<file path="src/rtl/trap_controller.sv">
// Machine-mode trap sequencer: carries fetch faults down the pipeline, enters and leaves the
// handler, and locks up on a nested fault. Optional mtval capture via the TRAP_MTVAL_EN macro.
`ifndef TRAP_CONTROLLER_DEFS
`define TRAP_CONTROLLER_DEFS
`define NO_E                    4'hF
`define E_FETCH_ADDR_MISALIGNED 4'h0
`define E_FETCH_ACCESS_FAULT    4'h1
`define E_ILLEGAL_INSTR         4'h2
`define E_BREAKPOINT            4'h3
`define E_LOAD_ADDR_MISALIGNED  4'h4
`define E_LOAD_ACCESS_FAULT     4'h5
`define E_STORE_ADDR_MISALIGNED 4'h6
`define E_STORE_ADDR_FAULT      4'h7
`define E_ECALL                 4'hB
`define E_SP_OUT_OF_RANGE       4'hE
`define PC_RESET_V              2'd0
`define PC_TXT                  2'd1
`define PC_TRAP_V               2'd2
`endif

module trap_controller #(
  parameter logic [31:0] P_TRAP_VECTOR = 32'h0000_0000,
  parameter logic [31:0] P_TEXT_BASE   = 32'h0008_0000
) (
  input  logic        i_clk,
  input  logic        i_rst_n,
  input  logic [3:0]  i_exception_code_f,
  input  logic [3:0]  i_exception_code_e,
  input  logic [31:0] i_pc_f,
  input  logic [31:0] i_pc_e,
  input  logic [31:0] i_alu_out_e,
  input  logic        i_mret_e,
  input  logic        i_stall_d,
  input  logic        i_flush_d,
  input  logic        i_flush_e,
  output logic [1:0]  o_pc_state,
  output logic        o_redirect,
  output logic [31:0] o_redirect_pc,
  output logic        o_flush,
  output logic [31:0] o_mepc,
  output logic [3:0]  o_mcause,
  output logic [31:0] o_mtval,
  output logic        o_lockup
);

  typedef enum logic [2:0] {
    S_RESET, S_RUN, S_ENTER, S_HANDLER, S_RETURN, S_LOCKUP
  } state_t;

  state_t      state_q, state_d;
  logic [3:0]  dreg_q, dreg_d, ereg_q, ereg_d;
  logic [31:0] mepc_q, mepc_d;
  logic [3:0]  mcause_q, mcause_d;
  logic [3:0]  cause_e;
  logic        fault_e, take_trap;

  // A fetch fault that reached E is older than anything raised by E itself.
  assign cause_e   = (ereg_q != `NO_E) ? ereg_q : i_exception_code_e;
  assign fault_e   = (cause_e != `NO_E);
  assign take_trap = (state_q == S_RUN) && fault_e;

  always_ff @(posedge i_clk or negedge i_rst_n) begin
    if (!i_rst_n) state_q <= S_RESET;
    else          state_q <= state_d;
  end

  always_comb begin
    state_d = state_q;
    case (state_q)
      S_RUN: begin
        if (fault_e)       state_d = S_ENTER;
        else if (i_mret_e) state_d = S_RETURN;
      end
      S_RESET, S_HANDLER: begin
        if (fault_e)       state_d = S_LOCKUP;
        else if (i_mret_e) state_d = S_RETURN;
      end
      S_ENTER:  state_d = S_HANDLER;
      S_RETURN: state_d = S_RUN;
      S_LOCKUP: state_d = S_LOCKUP;
      default:  state_d = S_RESET;
    endcase
  end

  always_comb begin
    o_redirect    = 1'b0;
    o_redirect_pc = '0;
    o_flush       = 1'b0;
    o_lockup      = 1'b0;
    o_pc_state    = `PC_TXT;
    case (state_q)
      S_RESET:   o_pc_state = `PC_RESET_V;
      S_ENTER: begin
        o_redirect    = 1'b1;
        o_flush       = 1'b1;
        o_redirect_pc = P_TRAP_VECTOR;
        o_pc_state    = `PC_TRAP_V;
      end
      S_HANDLER: o_pc_state = `PC_TRAP_V;
      S_RETURN: begin
        o_redirect    = 1'b1;
        o_flush       = 1'b1;
        o_redirect_pc = mepc_q;
      end
      S_LOCKUP: begin
        o_lockup   = 1'b1;
        o_flush    = 1'b1;
        o_pc_state = `PC_TRAP_V;
      end
      default: ;
    endcase
  end

  // Fetch-fault shadow pipeline, kept in step with the D and E pipeline registers.
  always_comb begin
    if (o_flush || i_flush_d) dreg_d = `NO_E;
    else if (i_stall_d)       dreg_d = dreg_q;
    else                      dreg_d = i_exception_code_f;
    ereg_d = (o_flush || i_flush_e) ? `NO_E : dreg_q;
  end

  always_comb begin
    mepc_d   = mepc_q;
    mcause_d = mcause_q;
    if (take_trap) begin
      mepc_d   = i_pc_e;
      mcause_d = cause_e;
    end
  end

  always_ff @(posedge i_clk or negedge i_rst_n) begin
    if (!i_rst_n) begin
      dreg_q   <= `NO_E;
      ereg_q   <= `NO_E;
      mepc_q   <= P_TEXT_BASE;
      mcause_q <= `NO_E;
    end else begin
      dreg_q   <= dreg_d;
      ereg_q   <= ereg_d;
      mepc_q   <= mepc_d;
      mcause_q <= mcause_d;
    end
  end

  assign o_mepc   = mepc_q;
  assign o_mcause = mcause_q;

`ifdef TRAP_MTVAL_EN
  logic [31:0] mtval_q, mtval_d;

  always_comb begin
    mtval_d = mtval_q;
    if (take_trap) begin
      case (cause_e)
        `E_FETCH_ADDR_MISALIGNED, `E_FETCH_ACCESS_FAULT:    mtval_d = i_pc_e;
        `E_LOAD_ADDR_MISALIGNED, `E_LOAD_ACCESS_FAULT,
        `E_STORE_ADDR_MISALIGNED, `E_STORE_ADDR_FAULT:      mtval_d = i_alu_out_e;
        default:                                            mtval_d = '0;
      endcase
    end
  end

  always_ff @(posedge i_clk or negedge i_rst_n) begin
    if (!i_rst_n) mtval_q <= '0;
    else          mtval_q <= mtval_d;
  end

  assign o_mtval = mtval_q;

  logic unused_in;
  assign unused_in = ^i_pc_f;
`else
  assign o_mtval = '0;

  logic unused_in;
  assign unused_in = ^{i_pc_f, i_alu_out_e};
`endif

endmodule

</file>
<file path="config.mk">
export PLATFORM = sky130hd
export DESIGN_NAME = trap_controller
export DESIGN_NICKNAME = d
export VERILOG_FILES = /design/src/rtl/trap_controller.sv
export SDC_FILE = /design/constraint.sdc
export NUM_CORES = 1
export LEC_CHECK = 0
export CAP_MARGIN = 30
export CORE_ASPECT_RATIO = 1.25
export CORE_MARGIN = 2
export CORE_UTILIZATION = 32
export DETAILED_ROUTE_END_ITERATION = 8
export PLACE_DENSITY_LB_ADDON = 0.08
export SLEW_MARGIN = 20
export SYNTH_ARGS = -nofsm -noshare
export SYNTH_HDL_FRONTEND = slang
export SYNTH_SLANG_ARGS = --single-unit
</file>
<file path="constraint.sdc">
create_clock -name i_clk -period 2 [get_ports i_clk]
set_input_delay 0.4 -clock i_clk [delete_from_list [all_inputs] [get_ports i_clk]]
set_output_delay 0.4 -clock i_clk [all_outputs]
set_load 0.1 [all_outputs]
</file>
==> impl_metrics.ini <==
[outcome]
status = completed

[hold_path]
min_path_type = in2async

[critical_path]
cpLargestDelayFamily = flip-flops
rr_worst_depth = 4
max_stage_delay_ns = 0.39
start_kind = register
worstPathMaxFanout = 6
critPathKind = reg2out
worstReg2RegEnd = o_mepc[14]
crit_path_end_kind = output port
worstPathRequired_ns = 1.60
critical_path_buf_inv_count = 2
reg2reg_setup_slack_ns = 0.32
crit_chain = buf_4 > nand2b_1 > o21ai_1 > buf_12
regToRegStartpoint = ereg_q[2]
arrival_ns = 1.55
slowest_stage = dfrtp_1

[sta]
rsz0062_at_grt = true
min_period_over_period = 0.9739
report.final.slew_viol_count = 0
hold_slack_ns = 0.07167
slew_headroom = 0.6537
fin_tns_setup_ns = 0
fmax_mhz = 513.4
fin_skew_ns = 0.004322
setup_viol = 0
setup_ws_ns = 0.05214
fin_crit_ns = 1.948
finalHoldViolCount = 0
tightestPinTransition_ns = 0.5195

[layout]
area_growth_pct = 69.48
final_cell_area_um2 = 4328
fill_cells = 683
layout-drive-gt1-share = 0.5375
n_antenna_cell = 0
nNetsFinal = 442

[global_route]
gr-total-overflow = 0
grt_pass1_vias = 1847
grt_antenna_before_repair = 0
track_usage = 0.1374
grt_max_degree = 27
grt_pass1_wl_um = 9708

[detailed_routing]
drtAntennaViolNets = 0
drt_iter0_drc = 37
drtPass1Iterations = 4
wl_um = 5957
drc = 0
via_count = 1878
avgViaCountPerCell = 4.388
wl_per_cell_um = 13.92

[placed_design]
hpwlAfterDp_um = 4668
place_ws_ns = -0.02829
placed_area_um2 = 4153
portBuffers = 118
routabilityCongestion = 0.7223

[clock_tree]
cts-root-buf = clkbuf_8
clk_latency_ns = 0.29
clkTransAtPathRegs_ns = 0.08
numCtsBuffers = 5
cts-htree-levels = 2
cts_tree = yes
clockBufferDepth = 2
clock_sinks = 47

[floorplanning]
die_area_um2 = 8715
initial_core_util = 0.3277
die_x_um = 83.90
io_pins = 215
rows = 36
core_area_um2 = 7792
die_y_um = 103.9

[logic_synthesis]
ys_types = 34
syn_avg_cell_area_um2 = 12.28
ys_seq_area_frac = 0.4669
ys_warn_count = 0
synth-seq-cells = 47
synthArstFlopShare = 1.000
syn_inst = 208
synth_flop_cell = dfrtp_1
synth-edff-count = 0
syn-cell-area_um2 = 2554

[flow_run]
cap_violations = 0
## repair_timing
action | CTS | global route
cloned | 0 | 0
hold buffers | 0 | 0
endpoints found under the setup margin | 34 | 35
resized for setup | 4 | 5
pin swaps | 1 | 1
setup buffers | 1 | 0
## flip-flops by register name, indices dropped and copies added (netlist names)
signal    flops
o_mepc       32
o_mcause      4
dreg_q        4
state_q       3
ereg_q        4
## stage by stage
step | util | std cells
3_5_place_dp | 0.5329 | 419
2_1_floorplan | - | 239
5_1_grt | 0.5554 | 428
4_1_cts | 0.5525 | 428
3_3_place_gp | 0.5329 | 419
6_report | 0.5554 | 428
## worst max-delay path by stage
stage                          start  depth (start not counted)             to
6_report                  state_q[1]                          4  o_pc_state[1]
5_1_grt                   state_q[2]                          4        o_flush
4_1_cts                   state_q[2]                          4     o_redirect
3_5_place_dp   i_exception_code_e[3]                          5     o_mepc[14]
3_3_place_gp   i_exception_code_e[3]                          5     o_mepc[14]
2_1_floorplan             state_q[1]                          2  o_pc_state[1]
## cell usage after synthesis (2+ instances only)
| cell type | number | area, µm² |
|---|---|---|
| a21oi_1 | 2 | 10.01 |
| buf_6 | 4 | 45.04 |
| and2_1 | 32 | 200.2 |
| mux2i_1 | 4 | 40.04 |
| buf_4 | 33 | 247.7 |
| dfstp_2 | 13 | 341.6 |
| nand2_1 | 12 | 45.04 |
| dfrtp_1 | 34 | 850.8 |
| o21ai_0 | 4 | 20.02 |
| o31ai_1 | 2 | 15.01 |
| nand4b_1 | 4 | 35.03 |
| or3_1 | 5 | 31.28 |
| mux2_4 | 31 | 465.5 |
| nor2_1 | 3 | 11.26 |
| nand2b_1 | 3 | 18.77 |
| clkbuf_1 | 3 | 11.26 |
| inv_1 | 2 | 7.510 |
## routing by layer
| metal | up-vias | part of all wire | track usage |
|---|---|---|---|
| li1 | 884 | - | - |
| met5 | - | 0 | 0 |
| met1 | 887 | 0.39 | 0.1705 |
| met2 | 99 | 0.52 | 0.2360 |
| met4 | 0 | 0.022 | 0.04493 |
| met3 | 8 | 0.064 | 0.03016 |
## layout make-up
cell class / count / area [µm²] / area share
timing repair buffer: 128 / 1630 / 0.3767
tap: 95 / 118.9 / 0.02746
multi-input combinational: 148 / 1245 / 0.2877
clock buffer: 6 / 72.57 / 0.01677
clock inverter: 2 / 60.06 / 0.01388
sequential: 47 / 1194 / 0.2758
inverter: 2 / 7.507 / 0.001735
## cells in the final DEF (no fill, tap or decap), drive strengths merged, types with 3 or more instances in the layout
cell / n
nand4b: 4
or3: 5
clkdlybuf4s50: 44
mux2: 32
o21ai: 6
buf: 84
dfstp: 13
and2: 32
clkbuf: 6
nor2: 3
mux2i: 4
nand2: 12
dfrtp: 34
nand2b: 3
conb: 32
## logic make-up after synthesis
family	synth area share
AOI/OAI and AO/OA	0.04312
buffers and inverters	0.1254
muxes	0.2024
other	0.001468
and+or+nand+nor	0.1573
xor gates and xnor gates	0.003430
DFF	0.4669
Power is left out: the tool's default activity adds up to more than one toggle a clock period on the data nets, which glitch-free logic cannot reach.
